## config.mk

```make
export PLATFORM = sky130hd
export DESIGN_NAME = multicycle_control_unit
export DESIGN_NICKNAME = d
export VERILOG_FILES = /design/src/rtl/multicycle_control_unit.sv
export SDC_FILE = /design/constraint.sdc
export NUM_CORES = 1
export LEC_CHECK = 0
export ABC_AREA = 1
export CAP_MARGIN = 20
export CORE_MARGIN = 10
export CORE_UTILIZATION = 40
export CTS_CLUSTER_SIZE = 28
export DETAILED_ROUTE_END_ITERATION = 7
export PLACE_DENSITY_LB_ADDON = 0.08
export SLEW_MARGIN = 30
export SYNTH_ARGS = -nofsm -noshare
export SYNTH_HDL_FRONTEND = slang
export SYNTH_SLANG_ARGS = --single-unit
```

## constraint.sdc

```tcl
create_clock -name clk -period 4.7 [get_ports clk]
set_input_delay 0.705 -clock clk [delete_from_list [all_inputs] [get_ports clk]]
set_output_delay 0.705 -clock clk [all_outputs]
set_load 0.01 [all_outputs]
```

## src/rtl/multicycle_control_unit.sv

```systemverilog
// multicycle_control_unit: multi-cycle RV32I control FSM with memory timeout and sticky faults.
// Define RV_MULDIV_EN to route the M-extension encoding to an external mul/div unit.
module multicycle_control_unit #(
    parameter int MEM_TIMEOUT = 16,
    parameter int ALUCTRL_W   = 4
) (
    input  logic                 clk,
    input  logic                 rst_n,
    input  logic [6:0]           op_i,
    input  logic [2:0]           funct3_i,
    input  logic [6:0]           funct7_i,
    input  logic                 zero_i,
    input  logic                 neg_i,
    input  logic                 carry_i,
    input  logic                 ovf_i,
    input  logic                 mem_ready_i,
    input  logic                 md_done_i,
    output logic                 mem_req_o,
    output logic                 mem_write_o,
    output logic                 ir_write_o,
    output logic                 pc_write_o,
    output logic                 reg_write_o,
    output logic                 adr_src_o,
    output logic [1:0]           alu_src_a_o,
    output logic [1:0]           alu_src_b_o,
    output logic [1:0]           result_src_o,
    output logic [2:0]           imm_src_o,
    output logic [ALUCTRL_W-1:0] alu_control_o,
    output logic                 md_start_o,
    output logic [2:0]           md_op_o,
    output logic                 illegal_o,
    output logic                 bus_err_o
);
    localparam int CW = MEM_TIMEOUT > 0 ? $clog2(MEM_TIMEOUT + 1) : 1;
    localparam logic [6:0] OP_LOAD  = 7'b0000011;
    localparam logic [6:0] OP_STORE = 7'b0100011;
    localparam logic [6:0] OP_R     = 7'b0110011;
    localparam logic [6:0] OP_I     = 7'b0010011;
    localparam logic [6:0] OP_BR    = 7'b1100011;
    localparam logic [6:0] OP_JAL   = 7'b1101111;
    localparam logic [6:0] OP_JALR  = 7'b1100111;
    localparam logic [6:0] OP_LUI   = 7'b0110111;
    localparam logic [6:0] OP_AUIPC = 7'b0010111;

    typedef enum logic [3:0] {
        FETCH, DECODE, MEMADR, MEMREAD, MEMWB, MEMWRITE, EXECR, EXECI,
        ALUWB, BRANCH, JAL, JALR1, JALR2, LUI, MULDIV, FAULT
    } state_e;

    state_e        state_q, state_d;
    logic [CW-1:0] wait_q, wait_d;
    logic          illegal_q, illegal_d, bus_err_q, bus_err_d;
    logic          take, mem_wait, timeout, is_muldiv;
    logic [3:0]    alu_fn;

    assign is_muldiv = op_i == OP_R && funct7_i == 7'b0000001;
    assign mem_wait  = mem_req_o & ~mem_ready_i;
    assign timeout   = (MEM_TIMEOUT != 0) && mem_wait && wait_q == CW'(MEM_TIMEOUT - 1);
    // the wait counter restarts whenever the FSM moves, so each access gets its own budget
    assign wait_d    = (state_d != state_q) ? '0 :
                       (mem_wait && wait_q != CW'(MEM_TIMEOUT)) ? wait_q + CW'(1) : wait_q;

    always_comb begin
        case (funct3_i)
            3'b000:  alu_fn = (state_q == EXECR && funct7_i[5]) ? 4'd1 : 4'd0;
            3'b001:  alu_fn = 4'd7;
            3'b010:  alu_fn = 4'd5;
            3'b011:  alu_fn = 4'd6;
            3'b100:  alu_fn = 4'd4;
            3'b101:  alu_fn = funct7_i[5] ? 4'd9 : 4'd8;
            3'b110:  alu_fn = 4'd3;
            default: alu_fn = 4'd2;
        endcase
    end

    always_comb begin
        case (funct3_i)
            3'b000:  take = zero_i;
            3'b001:  take = ~zero_i;
            3'b100:  take = neg_i ^ ovf_i;
            3'b101:  take = ~(neg_i ^ ovf_i);
            3'b110:  take = ~carry_i;
            3'b111:  take = carry_i;
            default: take = 1'b0;
        endcase
    end

    always_comb begin
        state_d   = state_q;
        illegal_d = illegal_q;
        bus_err_d = bus_err_q;
        case (state_q)
            FETCH:    state_d = mem_ready_i ? DECODE : FETCH;
            DECODE: begin
                case (op_i)
                    OP_LOAD, OP_STORE: state_d = MEMADR;
                    OP_R: begin
                        if (is_muldiv) begin
`ifdef RV_MULDIV_EN
                            state_d = MULDIV;
`else
                            state_d   = FAULT;
                            illegal_d = 1'b1;
`endif
                        end else begin
                            state_d = EXECR;
                        end
                    end
                    OP_I:    state_d = EXECI;
                    OP_BR:   state_d = BRANCH;
                    OP_JAL:  state_d = JAL;
                    OP_JALR: state_d = JALR1;
                    OP_LUI:  state_d = LUI;
                    default: begin
                        state_d   = FAULT;
                        illegal_d = 1'b1;
                    end
                endcase
            end
            MEMADR:   state_d = op_i[5] ? MEMWRITE : MEMREAD;
            MEMREAD:  state_d = mem_ready_i ? MEMWB : MEMREAD;
            MEMWB:    state_d = FETCH;
            MEMWRITE: state_d = mem_ready_i ? FETCH : MEMWRITE;
            EXECR:    state_d = ALUWB;
            EXECI:    state_d = ALUWB;
            ALUWB:    state_d = FETCH;
            BRANCH: begin
                if (funct3_i[2:1] == 2'b01) begin
                    state_d   = FAULT;
                    illegal_d = 1'b1;
                end else begin
                    state_d = FETCH;
                end
            end
            JAL:      state_d = ALUWB;
            JALR1:    state_d = JALR2;
            JALR2:    state_d = FETCH;
            LUI:      state_d = ALUWB;
            MULDIV:   state_d = md_done_i ? ALUWB : MULDIV;
            default:  state_d = FAULT;
        endcase
        if (timeout) begin
            state_d   = FAULT;
            bus_err_d = 1'b1;
        end
    end

`ifdef RV_MULDIV_EN
    logic md_first_q;
`endif

    always_ff @(posedge clk) begin
        if (!rst_n) begin
            state_q   <= FETCH;
            wait_q    <= '0;
            illegal_q <= 1'b0;
            bus_err_q <= 1'b0;
`ifdef RV_MULDIV_EN
            md_first_q <= 1'b0;
`endif
        end else begin
            state_q   <= state_d;
            wait_q    <= wait_d;
            illegal_q <= illegal_d;
            bus_err_q <= bus_err_d;
`ifdef RV_MULDIV_EN
            md_first_q <= state_d == MULDIV && state_q != MULDIV;
`endif
        end
    end

    // everything is forced low while reset is held, including the sticky flags
    always_comb begin
        mem_req_o     = 1'b0;
        mem_write_o   = 1'b0;
        ir_write_o    = 1'b0;
        pc_write_o    = 1'b0;
        reg_write_o   = 1'b0;
        adr_src_o     = 1'b0;
        alu_src_a_o   = 2'b00;
        alu_src_b_o   = 2'b00;
        result_src_o  = 2'b00;
        imm_src_o     = 3'b000;
        alu_control_o = '0;
        md_start_o    = 1'b0;
        md_op_o       = 3'b000;
        illegal_o     = 1'b0;
        bus_err_o     = 1'b0;
        if (rst_n) begin
            imm_src_o = op_i == OP_STORE ? 3'b001 :
                        op_i == OP_BR    ? 3'b010 :
                        op_i == OP_JAL   ? 3'b011 :
                        (op_i == OP_LUI || op_i == OP_AUIPC) ? 3'b100 : 3'b000;
            illegal_o = illegal_q;
            bus_err_o = bus_err_q;
            case (state_q)
                FETCH: begin
                    mem_req_o    = 1'b1;
                    alu_src_b_o  = 2'b10;
                    result_src_o = 2'b10;
                    ir_write_o   = mem_ready_i;
                    pc_write_o   = mem_ready_i;
                end
                DECODE: begin
                    alu_src_a_o = 2'b01;
                    alu_src_b_o = 2'b01;
                end
                MEMADR: begin
                    alu_src_a_o = 2'b10;
                    alu_src_b_o = 2'b01;
                end
                MEMREAD: begin
                    mem_req_o = 1'b1;
                    adr_src_o = 1'b1;
                end
                MEMWB: begin
                    result_src_o = 2'b01;
                    reg_write_o  = 1'b1;
                end
                MEMWRITE: begin
                    mem_req_o   = 1'b1;
                    mem_write_o = 1'b1;
                    adr_src_o   = 1'b1;
                end
                EXECR: begin
                    alu_src_a_o   = 2'b10;
                    alu_control_o = ALUCTRL_W'(alu_fn);
                end
                EXECI: begin
                    alu_src_a_o   = 2'b10;
                    alu_src_b_o   = 2'b01;
                    alu_control_o = ALUCTRL_W'(alu_fn);
                end
                ALUWB: reg_write_o = 1'b1;
                BRANCH: begin
                    alu_src_a_o   = 2'b10;
                    alu_control_o = ALUCTRL_W'(1);
                    pc_write_o    = take;
                end
                JAL: begin
                    alu_src_a_o = 2'b01;
                    alu_src_b_o = 2'b10;
                    pc_write_o  = 1'b1;
                end
                JALR1: begin
                    alu_src_a_o  = 2'b10;
                    alu_src_b_o  = 2'b01;
                    result_src_o = 2'b10;
                    pc_write_o   = 1'b1;
                end
                JALR2: begin
                    alu_src_a_o  = 2'b01;
                    alu_src_b_o  = 2'b10;
                    result_src_o = 2'b10;
                    reg_write_o  = 1'b1;
                end
                LUI: begin
                    alu_src_a_o = 2'b11;
                    alu_src_b_o = 2'b01;
                end
`ifdef RV_MULDIV_EN
                MULDIV: begin
                    md_start_o = md_first_q;
                    md_op_o    = funct3_i;
                end
`endif
                default: ;
            endcase
        end
    end
endmodule

```

==> results_dict.tcl, run 1 <==
set metrics [dict create \
    die_area_mm2 0.006621 \
    layout-drive-gt1-share_pct 11.22 \
    irDropWorstVdd_uv 293.1 \
    worst_slew_pin_slew_ns 0.5264 \
    gp_congestion 0.8692 \
    max_slew_margin_pct 64.69 \
    path_class "in -> out" \
    grt.total_usage_pct 13.32 \
    min_period_ns 3.709 \
    async_flop_share_pct 0 \
    synth.distinct_cells 34 \
    via_per_inst 4.772 \
    grt_pass1_vias 1598 \
    path_max_fanout 17 \
    drc 0 \
    io_pins 50 \
    maxCapViolations 0 \
    routed_wl_um 4276 \
    post_cts_resized 0 \
    rsz0062_at_grt "no" \
    cts.sinks 11 \
    wl_per_cell_um 11.88 \
    start_kind "input port" \
    leakagePower_uw 0.0009132 \
    numCtsBuffers 3 \
    drtIter0Drc 131 \
    io_buffers 45 \
    antenna_found_initial 0 \
    die_x_um 81.37 \
    final_core_util_pct 55.16 \
    grt_max_degree 18 \
    area_growth_syn_to_layout_pct 34.05 \
    clk_pin_slew_worst_paths_ns 0.05 \
    ys_ff_latch 11 \
    postRouteAntennaNets 0 \
    cts_buffer_depth 2 \
    fillCellCount 379 \
    design_area_mm2 0.002019 \
    start_util_pct 41.15 \
    cts_root_buf "clkbuf_8" \
    timing.fmax_mhz 269.6 \
    outcome "finished clean" \
    cts_max_level 1 \
    synth.area.top_cells "nand2_1 (18%), dfxtp_1 (15%), nor2_1 (10%)" \
    hold_buffers 0 \
    crit_path_end_kind "output port" \
    yosys.area.top_type "nand2_1" \
    core_area_mm2 0.003661 \
    dpl.hpwl_um 3571 \
    power.density_mw_per_mm2 379.6 \
    cts_tree "done" \
    finalCritPeriodShare_pct 78.92 \
    setup_viol 0 \
    antenna_cells 0 \
    synthCells 268 \
    place_area_mm2 0.001974 \
    skew_ns 0.004516 \
    fin_setup_tns_ns 0 \
    instances_no_fill 360 \
    cp.arrival_ns 3.00 \
    cp.required_ns 3.99 \
    grt_overflow 0 \
    hold_violations 0 \
    finalMaxSlewViolations 0 \
    final_net_count 341 \
    yosysSeqAreaShare_pct 14.62 \
    postCtsSetupBuffers 0 \
    ys.flop_type "dfxtp_1" \
    vias 1718 \
    syn_area_mm2 0.001506 \
    dp_cells 356 \
    avgSynthCellArea_um2 5.621 \
    die_h_um 81.37 \
    first_pass_iters 4 \
    rows 22 \
    hold_class "reg -> reg" \
    grt_pass1_wl_um 7231 \
    ys.warnings.count 0 \
    netlist.area_leader.share_pct 18.19 \
    insertion_delay_ns 0.24 \
    synth-edff-count 0 \
]
sequential cells by signal (all words and copies together), names as in the netlist:
name / flops
illegal_q: 1
wait_q: 5
state_q: 4
bus_err_q: 1
cells in the mapped netlist, types with 2 or more instances:
library cell / instances
nand3_2: 6
nor3_1: 7
nor3_2: 5
buf_4: 6
ha_1: 3
nand3_1: 15
nor2_4: 3
inv_1: 39
nor4_1: 2
o21ai_1: 2
a21oi_1: 13
dfxtp_1: 11
nand2_2: 5
nand4_1: 3
xnor2_1: 2
inv_2: 5
o21ai_0: 6
a31oi_1: 3
nand2_1: 73
nor2_1: 42
nor2_2: 4
layout by cell type, fill, tap and decap left out, drive strengths merged:
master,n
nand2,78
nor2,49
clkdlybuf4s50,45
inv,44
nand3,22
a21oi,13
nor3,12
dfxtp,11
o21ai,8
conb,4
a31oi,4
nand4,4
clkbuf,4
ha,3
nor4,2
xnor2,2
clkinv,1
o211ai,1
a22oi,1
a31o,1
nand3b,1
o21a,1
xor2,1
kinds of logic after synthesis:
family | share of synthesized area, %
AOI/OAI and AO/OA | 11.71
xor gates and xnor gates | 1.745
adders and majority gates | 2.492
buffers and inverters | 14.78
DFF | 14.62
other | 0.2489
and+or+nand+nor | 54.40
metrics by stage:
step / total power [uW] / hold WS [ns] / setup slack, ns
finish: 766.6 / 0.4493 / 0.9906
global route: 844.3 / 0.4901 / 0.8165
CTS: 772.3 / 0.4557 / 0.9573
detailed placement: 674.0 / 0.4367 / 0.9514
global placement: 670.6 / 0.4295 / 1.060
floorplan: 508.9 / 0.4182 / 2.412
final cells by class:
cell class	instances	area [um^2]	share of cell area, %
timing repair buffer	45	450.4	22.30
inverter	45	168.9	8.364
clock buffer	4	45.04	2.230
multi-input combinational	207	1075	53.22
tap	48	60.06	2.974
sequential	11	220.2	10.90
worst max-delay path, stage by stage:
cell,delay (ns)
clkdlybuf4s50_1,0.74
clkinv_1,0.56
nor4_1,0.41
clkdlybuf4s50_1,0.59
metal layers:
| layer | vias to the layer above | track usage (%) | share of wire, % |
|---|---|---|---|
| li1 | 938 | - | - |
| met3 | 6 | 2.649 | 5.6 |
| met1 | 735 | 17.68 | 48 |
| met2 | 39 | 20.85 | 45 |
| met4 | 0 | 4.498 | 1.3 |
| met5 | - | 0 | 0 |
path summary, 6_finish.rpt:
| check | slack (ns) | to | cells past startpoint | startpoint |
|---|---|---|---|---|
| worst max-delay path | 0.99 | imm_src_o[2] | 4 | rst_n |
| worst min-delay path | 0.45 | bus_err_q$_SDFFE_PN0P_ | 2 | bus_err_q$_SDFFE_PN0P_ |
| worst max register to register | 2.80 | wait_q[2]$_SDFFE_PP0P_ | 10 | state_q[3]$_SDFF_PN0_ |
| worst min register to register | 0.45 | bus_err_q$_SDFFE_PN0P_ | 2 | bus_err_q$_SDFFE_PN0P_ |
report_power, final:
group          total, uW  switching [uW]  internal (uW)
clock               95.2            35.6           59.6
combinational        527             325            203
sequential           144            32.0            112
total                767             393            374
No activity file was read; power rests on OpenSTA's default activity.
==> run 2, diff against run 1 <==
- clock period: 4.7 -> 3.05 ns (I/O delays scaled with it)
==> run 2 against run 1 <==
  * Clock power rose by 54%
  * Critical endpoint is now pc_write_o
  * Non-clock buffer count is 3 higher
  * Sequential share of layout area fell by 0.15 points
  * Sequential power is 55% higher
==> results_dict.tcl, run 2 (same netlist as run 1, synthesis figures left out) <==
set metrics [dict create \
    maxCapViolations 0 \
    cts_root_buf "clkbuf_8" \
    power.density_mw_per_mm2 576.6 \
    path_class "in -> out" \
    post_cts_resized 0 \
    finalCritPeriodShare_pct 96.02 \
    die_h_um 81.37 \
    routed_wl_um 4199 \
    antenna_cells 0 \
    cts_max_level 1 \
    insertion_delay_ns 0.24 \
    setup_viol 0 \
    via_per_inst 4.711 \
    cts_buffer_depth 2 \
    hold_violations 0 \
    instances_no_fill 363 \
    grt_pass1_wl_um 7238 \
    leakagePower_uw 0.0009373 \
    largest_registers "wait_q: 5 flops, state_q: 4 flops" \
    hold_buffers 0 \
    gp_congestion 0.8488 \
    p_int_uw 583.5 \
    layout-drive-gt1-share_pct 12.38 \
    die_x_um 81.37 \
    hold_class "reg -> reg" \
    core_area_mm2 0.003661 \
    area_growth_syn_to_layout_pct 35.88 \
    fin_setup_tns_ns 0 \
    cp.arrival_ns 2.47 \
    rows 22 \
    finalPower_uw 1180 \
    timing.fmax_mhz 341.5 \
    start_util_pct 41.15 \
    p_seq_share_pct 18.9 \
    hold_slack_ns 0.4449 \
    skew_ns 0.001161 \
    clk_pin_slew_worst_paths_ns 0.05 \
    largest_reg_flops 5 \
    grt_pass1_vias 1637 \
    final_common_cell "nand2_1" \
    start_kind "input port" \
    dpl.hpwl_um 3570 \
    clockPowerShare_pct 12.4 \
    r2r_cells 10 \
    drc 0 \
    hold-path-endpoint "bus_err_q$_SDFFE_PN0P_" \
    grt_overflow 0 \
    irDropWorstVdd_uv 430.1 \
    min-delay-start "bus_err_q$_SDFFE_PN0P_" \
    whs_path_depth 2 \
    dp_cells 359 \
    drtIter0Drc 71 \
    finalMaxSlewViolations 0 \
    crit_path_end_kind "output port" \
    cts_tree "done" \
    vias 1710 \
    wl_per_cell_um 11.57 \
    outcome "finished clean" \
    r2r_slack_ns 1.16 \
    largest_register "wait_q" \
    most-common-layout-cells "nand2_1 (73), clkdlybuf4s50_1 (44), nor2_1 (41)" \
    cts.sinks 11 \
    cp.required_ns 2.59 \
    pwr-share-comb_pct 68.7 \
    path_max_fanout 7 \
    postRouteAntennaNets 0 \
    power.switching_uw 596.7 \
    postCtsSetupBuffers 0 \
    reg2reg_to "wait_q[0]$_SDFFE_PP0P_" \
    antenna_found_initial 0 \
    numCtsBuffers 3 \
    final_net_count 344 \
    io_pins 50 \
    io_buffers 45 \
    grt_max_degree 13 \
    min_period_ns 2.928 \
    grt.total_usage_pct 13.13 \
    die_area_mm2 0.006621 \
    first_pass_iters 4 \
    power_switching_share_pct 50.56 \
    r2r-start "state_q[3]$_SDFF_PN0_" \
    fillCellCount 389 \
]
==> run 2: cell count changes in the layout (fill, tap and decap cells not counted) <==
cell             before  now
clkdlybuf4s50_1      45   44
nor2_2                4    5
buf_4                 0    3
nor2_1               42   41
o21ai_0               6    5
dlymetal6s2s_1        0    1
o21ai_1               2    3
==> run 2: cell type report <==
cell class	instances	area, um^2	share of cell area, %
Timing Repair Buffer	48	475.5	23.23
Multi-Input combinational cell	207	1077	52.63
Clock buffer	4	45.04	2.200
Sequential cell	11	220.2	10.76
Tap cell	48	60.06	2.934
Inverter	45	168.9	8.252
==> run 2: per-stage QoR <==
step	setup WS (ns)	util, %	area [um^2]
floorplan	1.244	-	1518
global placement	0.1844	54.55	1997
detailed placement	0.1355	54.55	1997
CTS	0.1264	55.78	2042
global route	-0.008890	55.91	2047
finish	0.1215	55.91	2047
==> run 2: worst max-delay path, cell delays in order <==
cell and delay [ns]:
clkdlybuf4s50_1 0.59, inv_1 0.13, nor3_1 0.25, a22oi_1 0.10, a31o_2 0.25, a31oi_1 0.13, clkdlybuf4s50_1 0.56
==> run 2: power by group through the flow <==
stage / clock (uW) / combinational, uW / sequential, uW
4_1_cts: 151 / 819 / 223
5_1_grt: 161 / 913 / 229
3_3_place_gp: 0 / 811 / 224
3_5_place_dp: 0 / 815 / 226
2_1_floorplan: 0 / 589 / 195
6_report: 147 / 810 / 223
==> run 2: routing by layer <==
layer,vias up,track usage [%],wire length (um)
met5,-,0,0
met2,34,20.54,1863
met1,735,17.53,2016
met4,0,4.671,60
met3,6,2.318,259
li1,935,-,-
==> run 2: how the worst max path moves through the flow <==
stage / cells past startpoint / from / end / slack [ns]
3_3_place_gp: 10 / funct3_i[1] / pc_write_o / 0.18
6_report: 7 / funct3_i[2] / pc_write_o / 0.12
3_5_place_dp: 10 / funct3_i[1] / pc_write_o / 0.14
5_1_grt: 9 / funct3_i[0] / pc_write_o / -0.009
2_1_floorplan: 9 / state_q[1]$_SDFF_PN0_ / alu_control_o[0] / 1.24
4_1_cts: 10 / funct3_i[1] / pc_write_o / 0.13
